<file path="config.mk">
export PLATFORM = sky130hd
export DESIGN_NAME = lsu_mem_req
export DESIGN_NICKNAME = d
export VERILOG_FILES = /design/src/rtl/lsu_mem_req.sv
export SDC_FILE = /design/constraint.sdc
export NUM_CORES = 1
export LEC_CHECK = 0
export ABC_AREA = 1
export CORE_ASPECT_RATIO = 1.75
export CORE_MARGIN = 1
export CORE_UTILIZATION = 45
export CTS_CLUSTER_SIZE = 24
export DETAILED_ROUTE_END_ITERATION = 8
export GPL_TIMING_DRIVEN = 0
export PLACE_DENSITY_LB_ADDON = 0.1
export SLEW_MARGIN = 10
export SYNTH_ARGS = -nofsm -noshare
export SYNTH_HDL_FRONTEND = slang
export SYNTH_SLANG_ARGS = --single-unit
</file>
<file path="constraint.sdc">
create_clock -name clock -period 1.64 [get_ports clock]
set_input_delay 0.328 -clock clock [delete_from_list [all_inputs] [get_ports clock]]
set_output_delay 0.328 -clock clock [all_outputs]
set_load 0.03 [all_outputs]
</file>
<file path="src/rtl/lsu_mem_req.sv">
// rtl/lsu_mem_req.sv - load/store request sequencer in front of the memory controller
//
// Accepts one load/store over req_valid/req_ready and checks its alignment.
// It then waits LATENCY cycles and drives a single-cycle access to the memory
// controller. The response goes back over resp_valid/resp_ready.
//
// Ports:
//   clock, reset                 clock, asynchronous active-low reset
//   req_valid/req_ready          request handshake
//   req_wen, req_addr, req_wdata request fields (store data right-justified)
//   req_size, req_unsigned       access size (0 byte, 1 half, 2 word, 3 reserved), load extension
//   resp_valid/resp_ready        response handshake
//   resp_rdata, resp_err         extended load data, misaligned/reserved flag
//   mem_valid, mem_wen           one-cycle access strobe and write enable
//   mem_raddr, mem_waddr         word-aligned address (identical values)
//   mem_wdata, mem_wmask         lane-shifted store data, byte-lane mask ([7:4] unused)
//   mem_rdata                    word from the memory controller, valid during the access cycle

module lsu_mem_req #(
    parameter int unsigned LATENCY = 0
) (
    input  logic        clock,
    input  logic        reset,
    input  logic        req_valid,
    output logic        req_ready,
    input  logic        req_wen,
    input  logic [31:0] req_addr,
    input  logic [31:0] req_wdata,
    input  logic [1:0]  req_size,
    input  logic        req_unsigned,
    output logic        resp_valid,
    input  logic        resp_ready,
    output logic [31:0] resp_rdata,
    output logic        resp_err,
    output logic        mem_valid,
    output logic [31:0] mem_raddr,
    output logic        mem_wen,
    output logic [31:0] mem_waddr,
    output logic [31:0] mem_wdata,
    output logic [7:0]  mem_wmask,
    input  logic [31:0] mem_rdata
);

    typedef enum logic [1:0] {
        S_IDLE   = 2'd0,
        S_WAIT   = 2'd1,
        S_ACCESS = 2'd2,
        S_RESP   = 2'd3
    } state_t;

    // Terminal count of the wait counter; unused when LATENCY is 0 because
    // WAIT is then never entered.
    localparam logic [7:0] LAST_CNT = (LATENCY == 0) ? 8'd0 : 8'(LATENCY - 1);
    localparam bit         NO_WAIT  = (LATENCY == 0);

    state_t      state, state_n;
    logic [7:0]  cnt;

    logic        wen_q;
    logic [31:0] addr_q;
    logic [31:0] wdata_q;
    logic [1:0]  size_q;
    logic        uns_q;
    logic        err_q;
    logic [31:0] rdata_q;

    logic        req_bad;
    logic        accept;
    logic [4:0]  shamt;
    logic [3:0]  lane_mask;
    logic [31:0] lane_wdata;
    logic [31:0] rd_shifted;
    logic [31:0] ld_ext;
    logic [31:0] word_addr;

    // Alignment check on the incoming request (size 3 is always rejected).
    always_comb begin
        req_bad = 1'b0;
        case (req_size)
            2'd0:    req_bad = 1'b0;
            2'd1:    req_bad = req_addr[0];
            2'd2:    req_bad = (req_addr[1:0] != 2'b00);
            default: req_bad = 1'b1;
        endcase
    end

    assign accept = (state == S_IDLE) && req_valid;

    // Lane steering uses the latched request so the access cycle is stable
    // regardless of what the execute stage drives meanwhile.
    assign shamt     = {addr_q[1:0], 3'b000};
    assign word_addr = {addr_q[31:2], 2'b00};

    always_comb begin
        lane_mask = 4'b0000;
        case (size_q)
            2'd0:    lane_mask = 4'b0001 << addr_q[1:0];
            2'd1:    lane_mask = 4'b0011 << addr_q[1:0];
            2'd2:    lane_mask = 4'b1111;
            default: lane_mask = 4'b0000;
        endcase
    end

    assign lane_wdata = wdata_q << shamt;
    assign rd_shifted = mem_rdata >> shamt;

    always_comb begin
        ld_ext = rd_shifted;
        case (size_q)
            2'd0:    ld_ext = {{24{~uns_q & rd_shifted[7]}},  rd_shifted[7:0]};
            2'd1:    ld_ext = {{16{~uns_q & rd_shifted[15]}}, rd_shifted[15:0]};
            default: ld_ext = rd_shifted;
        endcase
    end

    // State register
    always_ff @(posedge clock or negedge reset) begin
        if (!reset) begin
            state <= S_IDLE;
        end else begin
            state <= state_n;
        end
    end

    // Next-state and outputs. All mem_* outputs are zero outside ACCESS, and
    // the response fields are zero outside RESP.
    always_comb begin
        state_n    = state;
        req_ready  = 1'b0;
        resp_valid = 1'b0;
        resp_rdata = 32'h0;
        resp_err   = 1'b0;
        mem_valid  = 1'b0;
        mem_wen    = 1'b0;
        mem_raddr  = 32'h0;
        mem_waddr  = 32'h0;
        mem_wdata  = 32'h0;
        mem_wmask  = 8'h00;
        case (state)
            S_IDLE: begin
                req_ready = 1'b1;
                if (req_valid) begin
                    if (req_bad) begin
                        state_n = S_RESP;
                    end else if (NO_WAIT) begin
                        state_n = S_ACCESS;
                    end else begin
                        state_n = S_WAIT;
                    end
                end
            end
            S_WAIT: begin
                if (cnt == LAST_CNT) begin
                    state_n = S_ACCESS;
                end
            end
            S_ACCESS: begin
                mem_valid = 1'b1;
                mem_wen   = wen_q;
                mem_raddr = word_addr;
                mem_waddr = word_addr;
                if (wen_q) begin
                    mem_wdata = lane_wdata;
                    mem_wmask = {4'b0000, lane_mask};
                end
                state_n = S_RESP;
            end
            S_RESP: begin
                resp_valid = 1'b1;
                resp_rdata = rdata_q;
                resp_err   = err_q;
                if (resp_ready) begin
                    state_n = S_IDLE;
                end
            end
            default: state_n = S_IDLE;
        endcase
    end

    // Request latch, wait counter and response data
    always_ff @(posedge clock or negedge reset) begin
        if (!reset) begin
            cnt     <= 8'd0;
            wen_q   <= 1'b0;
            addr_q  <= 32'h0;
            wdata_q <= 32'h0;
            size_q  <= 2'd0;
            uns_q   <= 1'b0;
            err_q   <= 1'b0;
            rdata_q <= 32'h0;
        end else begin
            case (state)
                S_IDLE: begin
                    if (accept) begin
                        wen_q   <= req_wen;
                        addr_q  <= req_addr;
                        wdata_q <= req_wdata;
                        size_q  <= req_size;
                        uns_q   <= req_unsigned;
                        err_q   <= req_bad;
                        rdata_q <= 32'h0;
                        cnt     <= 8'd0;
                    end
                end
                S_WAIT: begin
                    cnt <= cnt + 8'd1;
                end
                S_ACCESS: begin
                    // Stores report zero data; loads take the extended lane.
                    rdata_q <= wen_q ? 32'h0 : ld_ext;
                end
                default: begin
                end
            endcase
        end
    end

endmodule
</file>
==> flow_results.org, run 1 <==
** Final layout
- From synthesis to final layout, the design area changed by 68.9%.
- Count of placed standard cells in the final layout, fillers left out :: about 1,400
- In the final layout, the share of cells above drive strength 1 is approximately 31%.
- Counting the fill cells in the layout gives slightly above 1,000.
- At the end of the flow, the number of nets in the layout was 1,325.
- Final Instance Area :: between 10,000 and 15,000 um2
- The library cell used most frequently in the layout, excluding fill and tap cells, is sky130_fd_sc_hd__nand2_1.
- Top library cells by usage in the layout, fill and taps aside :: sky130_fd_sc_hd__nand2_1 (325), sky130_fd_sc_hd__dfrtp_1 (110), sky130_fd_sc_hd__clkdlybuf4s50_1 (102)
- Post-layout util :: between 70% and 80%
- The number of antenna diodes in the final layout is 0.

** Placed design
- Detailed placement finished with a half-perimeter wire length of 16.8 mm.
- Post-place instance area :: 9610 um2
- Input and output buffers added on the ports amount to about 240.
- Setup slack at placement :: -0.941 ns
- Placer's final routability congestion estimate :: 1.03
- After detailed placement, the design holds a cell count of approximately 1,400.

** GRT
- Summed over all layers, the global routing overflow is 0.
- The number of global-route vias before repair came to slightly above 7,000.
- Wire length of the first global-routing pass :: between 30 and 40 mm
- Across every metal layer, demand over resource in global routing totals 30.7%.
- Entering global routing, the biggest net connects between 60 and 70 pins.
- Initial antenna violation count :: 0

** Synth
- Synthesis handed over a netlist of just over 900 instances.
- Asr flop ratio synth :: 100%
- The most used flip-flop cell after synthesis is sky130_fd_sc_hd__dfrtp_1.
- The synthesized netlist occupies a cell area of about 6500 um2.
- Library cell occupying the most area in the post-synthesis netlist :: sky130_fd_sc_hd__dfrtp_1
- Counting flops with a built-in enable in the synthesized netlist gives 0.
- Of the post-synthesis cell area, the dominant cell type holds around 43%.
- Largest cells by area after synthesis :: sky130_fd_sc_hd__dfrtp_1 (43%), sky130_fd_sc_hd__nand2_1 (20%), sky130_fd_sc_hd__o21ai_0 (6.6%), sky130_fd_sc_hd__inv_1 (5.6%), sky130_fd_sc_hd__buf_4 (5.2%)
- Yosys warnings :: 0
- Distinct cell type count after synthesis :: 28
- Sequential-to-total area share from yosys stat :: 43.1%
- In this run, synthesis produced a sequential element count of 111.
- A synthesized cell averages between 6 and 7 um2.

** Power
- Areal power density over the cells :: 483 nW/um2
- VDD sags by at most approximately 470 uV.
- Total design power :: ~5.3 mW
- Leakage dissipation :: between 5 and 6 nW

** Detailed routing
- For this run, design rule violations remaining after detail routing come to 0.
- First-pass iteration count of the detailed router :: 5
- In the final routed layout, each cell accounts on average for approximately 17 um.
- The count of nets left with antenna violations once routing finished came out at 0.
- Via total after detailed routing :: approximately 7,200
- The final layout contains routed wiring with a total length of approximately 23 mm.
- Detailed Route Iter0 Violations :: about 360
- Detailed-route vias per instance :: ~5.2

** Die
- The core region is between 10,000 and 15,000 um2.
- The die is approximately 160 um tall.
- In this run the core area contains 57 standard-cell rows.
- Die outline area :: between 10,000 and 15,000 um2
- Horizontal die dimension :: between 90 and 100 um
- Starting utilization of the core area :: between 40% and 50%
- Io pins :: around 250

** Flow run
- The tool flagged a number of max-cap violations equal to 0.

** Timing
- The worst pin sits at a relative slew slack of between 60% and 70%.
- Unrepaired setup endpoints after global routing :: yes
- Timing would allow up to approximately 0.47 GHz.
- Slew @ Worst Pin :: between 0.5 and 0.6 ns
- Clock period minus worst slack :: between 2 and 2.5 ns
- Final worst clock skew :: 0.00970 ns
- Final Max Slew Viols :: 0
- The number of endpoints with negative hold slack in the final report is 0.
- Summed over all failing endpoints, the final setup total negative slack is -41.33 ns.
- Setup violations remaining at the end of the flow were counted as 133.
- In the post-route analysis, the smallest setup slack over all paths is -0.483 ns.
- In the finished design, the share of the clock period the worst path needs comes to 129%.
- Final hold analysis gives a worst-case slack of roughly 0.48 ns.

** Clock network
- Counting along the longest clock path gives a buffer depth of 2.
- For this design, the sink count on the clock tree is approximately 110.
- Clock slew seen by the registers of the worst setup and hold paths :: 0.07 ns
- Number of CTS-inserted buffers :: 9
- TritonCTS built the clock tree.
- H-Tree Level Count :: 3
- Source-to-sink clock delay at the later pin of the worst-skew pair :: approximately 0.36 ns
- Clock root cell :: sky130_fd_sc_hd__clkbuf_16

** Worst hold path
- The worst hold path belongs to the class in -> async.

** Setup path
- Endpoint kind of the worst setup timing path :: primary output
- Data on the critical path arrives at its endpoint at between 1.5 and 2 ns.
- In this run the worst path has a maximum fanout of 5.
- Worst Path Required :: about 1.3 ns
- Setup Crit Path Kind :: reg -> out
- Kind of start point of the critical path :: flop

** Run status
- Status :: finished, violations left
- The final reports fail on setup timing.
[timing repair]
action | 4_1_cts | 5_1_grt
endpoints found under the hold margin | 50 | 0
buffers inserted | 17 | 12
cloned | 2 | 3
resized for setup | 756 | 178
endpoints found under the setup margin | 133 | 173
pin swaps | 9 | 11
hold buffers | 1 | 0
[kinds of logic after synthesis]
logic type / after synthesis / share of synthesized area [%]
other cells: 1 / 0.0581
fa+ha+maj: 2 / 0.388
simple gates: 489 / 30.6
buf+inv: 192 / 14.5
flops: 111 / 43.1
compound gates: 137 / 11.3
[layout make-up]
cell class | instances | area [um2] | area share, %
Sequential cell | 111 | 2780 | 25.5
Timing Repair Buffer | 272 | 2900 | 26.7
Clock inverter | 4 | 30.0 | 0.276
Inverter | 101 | 382 | 3.50
Clock buffer | 12 | 236 | 2.17
Multi-Input combinational cell | 636 | 3590 | 32.9
Buffer | 88 | 753 | 6.91
Tap cell | 177 | 221 | 2.03
[worst max-delay path, cell delays in order, from the launching register on]
cell,delay [ns]
sky130_fd_sc_hd__dfrtp_1,0.41
sky130_fd_sc_hd__inv_2,0.11
sky130_fd_sc_hd__nand2_8,0.08
sky130_fd_sc_hd__nor2_8,0.16
sky130_fd_sc_hd__buf_12,0.15
sky130_fd_sc_hd__buf_12,0.14
sky130_fd_sc_hd__nand2_4,0.06
sky130_fd_sc_hd__a31oi_4,0.17
sky130_fd_sc_hd__buf_6,0.15
[final timing paths]
kind,startpoint,endpoint,slack [ns],cells past startpoint
hold / removal,reset,rdata_q[9],0.48,2
setup reg to reg,state[0],wdata_q[12],0.02,8
max in group asynchronous,reset,wdata_q[23],0.47,3
hold reg to reg,rdata_q[19],rdata_q[19],0.48,2
min in group clock,rdata_q[19],rdata_q[19],0.48,2
setup / recovery,state[0],mem_wdata[22],-0.48,8
[where the power goes]
part	total (mW)	internal, mW	switching [mW]
combinational	0.462	0.264	0.198
clock	2.07	1.04	1.03
sequential	2.73	2.73	0
[sequential cells by signal, summed over array words and instances (netlist names)]
signal   count
cnt          8
size_q       2
uns_q        1
rdata_q     32
addr_q      32
wdata_q     32
state        2
wen_q        1
err_q        1
[layer usage]
layer  track usage, %  share of wire (%)  vias up
met2             57.4                 55      316
met3             5.97                6.4       88
met4             17.1                4.9        0
met1             31.0                 33     3389
li1                 -                  -     3436
met5                0                  0        -
[synth_stat cells (3+ instances only)]
cell and number:
sky130_fd_sc_hd__nand2_1 345, sky130_fd_sc_hd__dfrtp_1 111, sky130_fd_sc_hd__inv_1 97, sky130_fd_sc_hd__o21ai_0 85, sky130_fd_sc_hd__nor2_1 81, sky130_fd_sc_hd__buf_4 45, sky130_fd_sc_hd__nand3_1 42, sky130_fd_sc_hd__buf_2 26
sky130_fd_sc_hd__a21oi_1 20, sky130_fd_sc_hd__a31oi_1 16, sky130_fd_sc_hd__clkbuf_1 14, sky130_fd_sc_hd__nor3_1 9, sky130_fd_sc_hd__o211ai_1 8, sky130_fd_sc_hd__o21ai_1 6, sky130_fd_sc_hd__buf_1 4, sky130_fd_sc_hd__inv_2 4
sky130_fd_sc_hd__nand2_2 3, sky130_fd_sc_hd__nand4_1 3
Power figures use the tool's default switching activity.
==> inputs of run 2 (changes only) <==
--- a/config.mk
+++ b/config.mk
@@ -8,7 +8,7 @@
 export ABC_AREA = 1
 export CORE_ASPECT_RATIO = 1.75
 export CORE_MARGIN = 1
-export CORE_UTILIZATION = 45
+export CORE_UTILIZATION = 48
 export CTS_CLUSTER_SIZE = 24
 export DETAILED_ROUTE_END_ITERATION = 8
 export GPL_TIMING_DRIVEN = 0
==> constraint.sdc (replaced) <==
create_clock -name clock -period 2.5 [get_ports clock]
set_input_delay 0.5 -clock clock [delete_from_list [all_inputs] [get_ports clock]]
set_output_delay 0.5 -clock clock [all_outputs]
set_load 0.03 [all_outputs]
==> run 2 against run 1 <==
Clock-buffer cell count down 2. First-iteration DRC count rose by 15%. The flow now finishes without violations. Non-clock buffer count fell by 32. Sequential power decreased by 34%. Clock power shrank 34%. Cell area shrank 16%. Core utilization fell by 7.7 points. Die area shrank 6.1%. Largest cell class is now multi-input gates. Wire length decreased by 6.4%. Register-to-register slack improved by 0.71 ns. Power fell by 34%.
==> flow_results.org, run 2 (same netlist as run 1, synthesis figures left out) <==
** GRT
- The overflow left after global routing is 0 (unchanged).
- The initial antenna violation count was 0 (unchanged).
- Largest net degree at the start of global routing :: 75 (+21%)
- Wire length of the first global-routing pass :: 33.2 mm (-5.4%)
- The overall global routing resource usage was 32.1% (+1.4 points).
- Number of global-route vias before repair :: 6,881 (-4.9%)

** Power
- The maximum vdd drop came to 373 uV (-21%).
- Leakage dissipation :: 5.07 nW (-1.9%)
- Areal power density over the cells :: 377 nW/um2 (-22%)
- Total design power :: 3.46 mW (-34%)

** Final layout
- Final Instance Area :: 9190 um2 (-16%)
- Most common cell after layout, fill and taps aside :: sky130_fd_sc_hd__nand2_1
- The number of nets in the finished design was 1,293 (-2.4%).
- Count of inserted antenna diode cells :: 0 (unchanged)
- The final design utilization came to 70.6% (-7.7 points).
- The proportion of layout cells with a drive suffix above 1 is 14.0% (-17 points).
- Top library cells by usage in the layout, fill and taps aside :: sky130_fd_sc_hd__nand2_1 (344), sky130_fd_sc_hd__dfrtp_1 (111), sky130_fd_sc_hd__clkdlybuf4s50_1 (108)
- The final-layout fill cell count came to 1,186 (+16%).
- Area Growth Syn to Fin :: 42.4%
- The final instance count without filler cells came to 1,363 (-2.7%).
- Regs by FF count :: addr_q (32), rdata_q (32), wdata_q (32)
- The area of the multi-input gates was 2800 um2 (-22%).
- Area taken by flip-flops and latches :: 2780 um2 (about the same)

** Placed design
- The placed instance count was 1,347 (-0.44%).
- Detail Placement HPWL :: 16.7 mm (-0.88%)
- Placer's final routability congestion estimate :: 0.969 (-6.0%)
- The placed cell area is 9080 um2 (-5.5%).
- Number of buffer cells added on primary ports :: 236 (unchanged)
- The setup slack at placement is -0.203 ns (+0.739 ns).

** Timing
- Hold violation total from the final report :: 0 (unchanged)
- The minimum setup slack in the final design is 0.0725 ns (+0.556 ns).
- The worst path in the final design needs a cycle of approximately 2.4 ns, including I/O delays and setup.
- Max Freq :: ~0.41 GHz
- Final worst-path cycle share :: a little over nine tenths
- Final-report setup violation count :: 0 (-100%)
- Worst hold margin :: 0.0247 ns (-0.456 ns)
- The worst clock skew came to 0.0144 ns (+0.00466 ns).
- Final Max Slew Viols :: 0 (unchanged)
- The post-route setup TNS came to 0 ns (+41.33 ns).

** Detailed routing
- The count of antenna-violating nets left after detailed routing is 0 (unchanged).
- The routed wire length was 21.7 mm (-6.4%).
- Via total after detailed routing :: 6,976 (-3.5%)
- Remaining design rule violation count :: 0 (unchanged)
- Wire per inst :: 15.9 um (-3.8%)
- The average vias per placed instance is 5.12 (-0.81%).
- Detailed Route Iter0 Violations :: 409 (+15%)
- The number of iterations in the first detailed-routing pass was 5 (unchanged).

** Setup path
- The worst path required time is 2.00 ns (+0.69 ns).
- Kind of start point of the critical path :: flop
- The worst setup path is of the reg -> out kind.
- Largest fanout of any net on the critical path :: 10 (+5)
- The slack of the worst reg-to-reg path was 0.73 ns (+0.71 ns).
- Endpoint kind of the worst setup timing path :: primary output
- The arrival time of data at the critical path endpoint is 1.93 ns (+0.13 ns).

** Die
- Area of the core region :: 13,000 um2 (-6.5%)
- The overall die width is 89.6 um (-3.1%).
- The starting density of the core is 49.6% (+3.2 points).
- Die outline area :: 13,900 um2 (-6.1%)
- The cell row count is 55 (-3.5%).
- Height of the chip :: 155 um (-3.1%)
- Io pins :: 245 (unchanged)

** Clock network
- Hold-fix buffers at CTS :: 0 (-1)
- The clock sink count is 111 (unchanged).
- The worst-skew pair later-pin latency was 0.36 ns (about the same).
- The clock slew at the register clock pins of the worst setup and hold paths was 0.08 ns (about the same).
- The number of buffers created by CTS came to 9 (unchanged).
- Clock root cell :: sky130_fd_sc_hd__clkbuf_16
- The number of H-tree levels came to 3 (unchanged).
- The number of buffers between clock root and the deepest sink came to 2 (unchanged).
- TritonCTS built the clock tree.

** Flow run
- Max-cap check violation count :: 0 (unchanged)

** Worst hold path
- In this run the worst hold path is classified as in -> async.

** Run status
- Status :: finished clean
==> run 2: cell types whose count changed in the layout (fill, tap and decap cells not counted), sizes merged, moves of 2 or more <==
| cell | before | now |
|---|---|---|
| clkinv | 2 | 4 |
| buf | 198 | 105 |
| clkdlybuf4s15 | 38 | 10 |
| clkdlybuf4s50 | 102 | 108 |
| dlygate4sd2 | 0 | 75 |
| clkbuf | 32 | 39 |
==> run 2: cell type report <==
type | instances | area share (%)
Multi-Input combinational cell | 636 | 30.5
Sequential cell | 111 | 30.2
Timing Repair Buffer | 239 | 23.5
Tap cell | 171 | 2.33
Clock buffer | 10 | 2.49
Buffer | 89 | 6.38
Clock inverter | 6 | 0.490
Inverter | 101 | 4.13
==> run 2: worst max-delay path: stages, from the launching register on <==
cell                       delay (ns)
sky130_fd_sc_hd__dfrtp_1         0.43
sky130_fd_sc_hd__inv_2           0.10
sky130_fd_sc_hd__nand2_4         0.13
sky130_fd_sc_hd__nor2_8          0.22
sky130_fd_sc_hd__nand2_4         0.11
sky130_fd_sc_hd__buf_4           0.21
sky130_fd_sc_hd__nor2_1          0.14
sky130_fd_sc_hd__clkbuf_4        0.21
==> run 2: per-layer routing <==
metal / wire, um / global-route usage, % / up-vias / share of wire (%)
met4: 1410 / 21.9 / 0 / 6.5
met2: 11200 / 56.7 / 350 / 52
met5: 0 / 0 / - / 0
met3: 1850 / 9.23 / 87 / 8.5
met1: 7230 / 30.9 / 3184 / 33
li1: - / - / 3355 / -
==> run 2: report_power, final <==
group	total [mW]	switching, mW	internal (mW)
logic	0.297	0.125	0.172
registers	1.79	0	1.79
clock network	1.37	0.687	0.685
total	3.46	0.812	2.65
==> run 2: final timing paths <==
path,startpoint,end,cells past startpoint
setup reg to reg,state[0],rdata_q[6],7
hold reg to reg,wdata_q[25],wdata_q[25],2
hold / removal,reset,rdata_q[8],1
setup / recovery,state[0],mem_wdata[14],7
min in group clock,wdata_q[25],wdata_q[25],2
max in group asynchronous,reset,addr_q[22],2
==> run 2: timing repair <==
| action | 4_1_cts | 5_1_grt |
|---|---|---|
| setup endpoints to repair | 128 | 68 |
| pin swaps | 0 | 3 |
| buffers inserted | 1 | 1 |
| resized for setup | 282 | 78 |
| hold endpoints to repair | 0 | 0 |
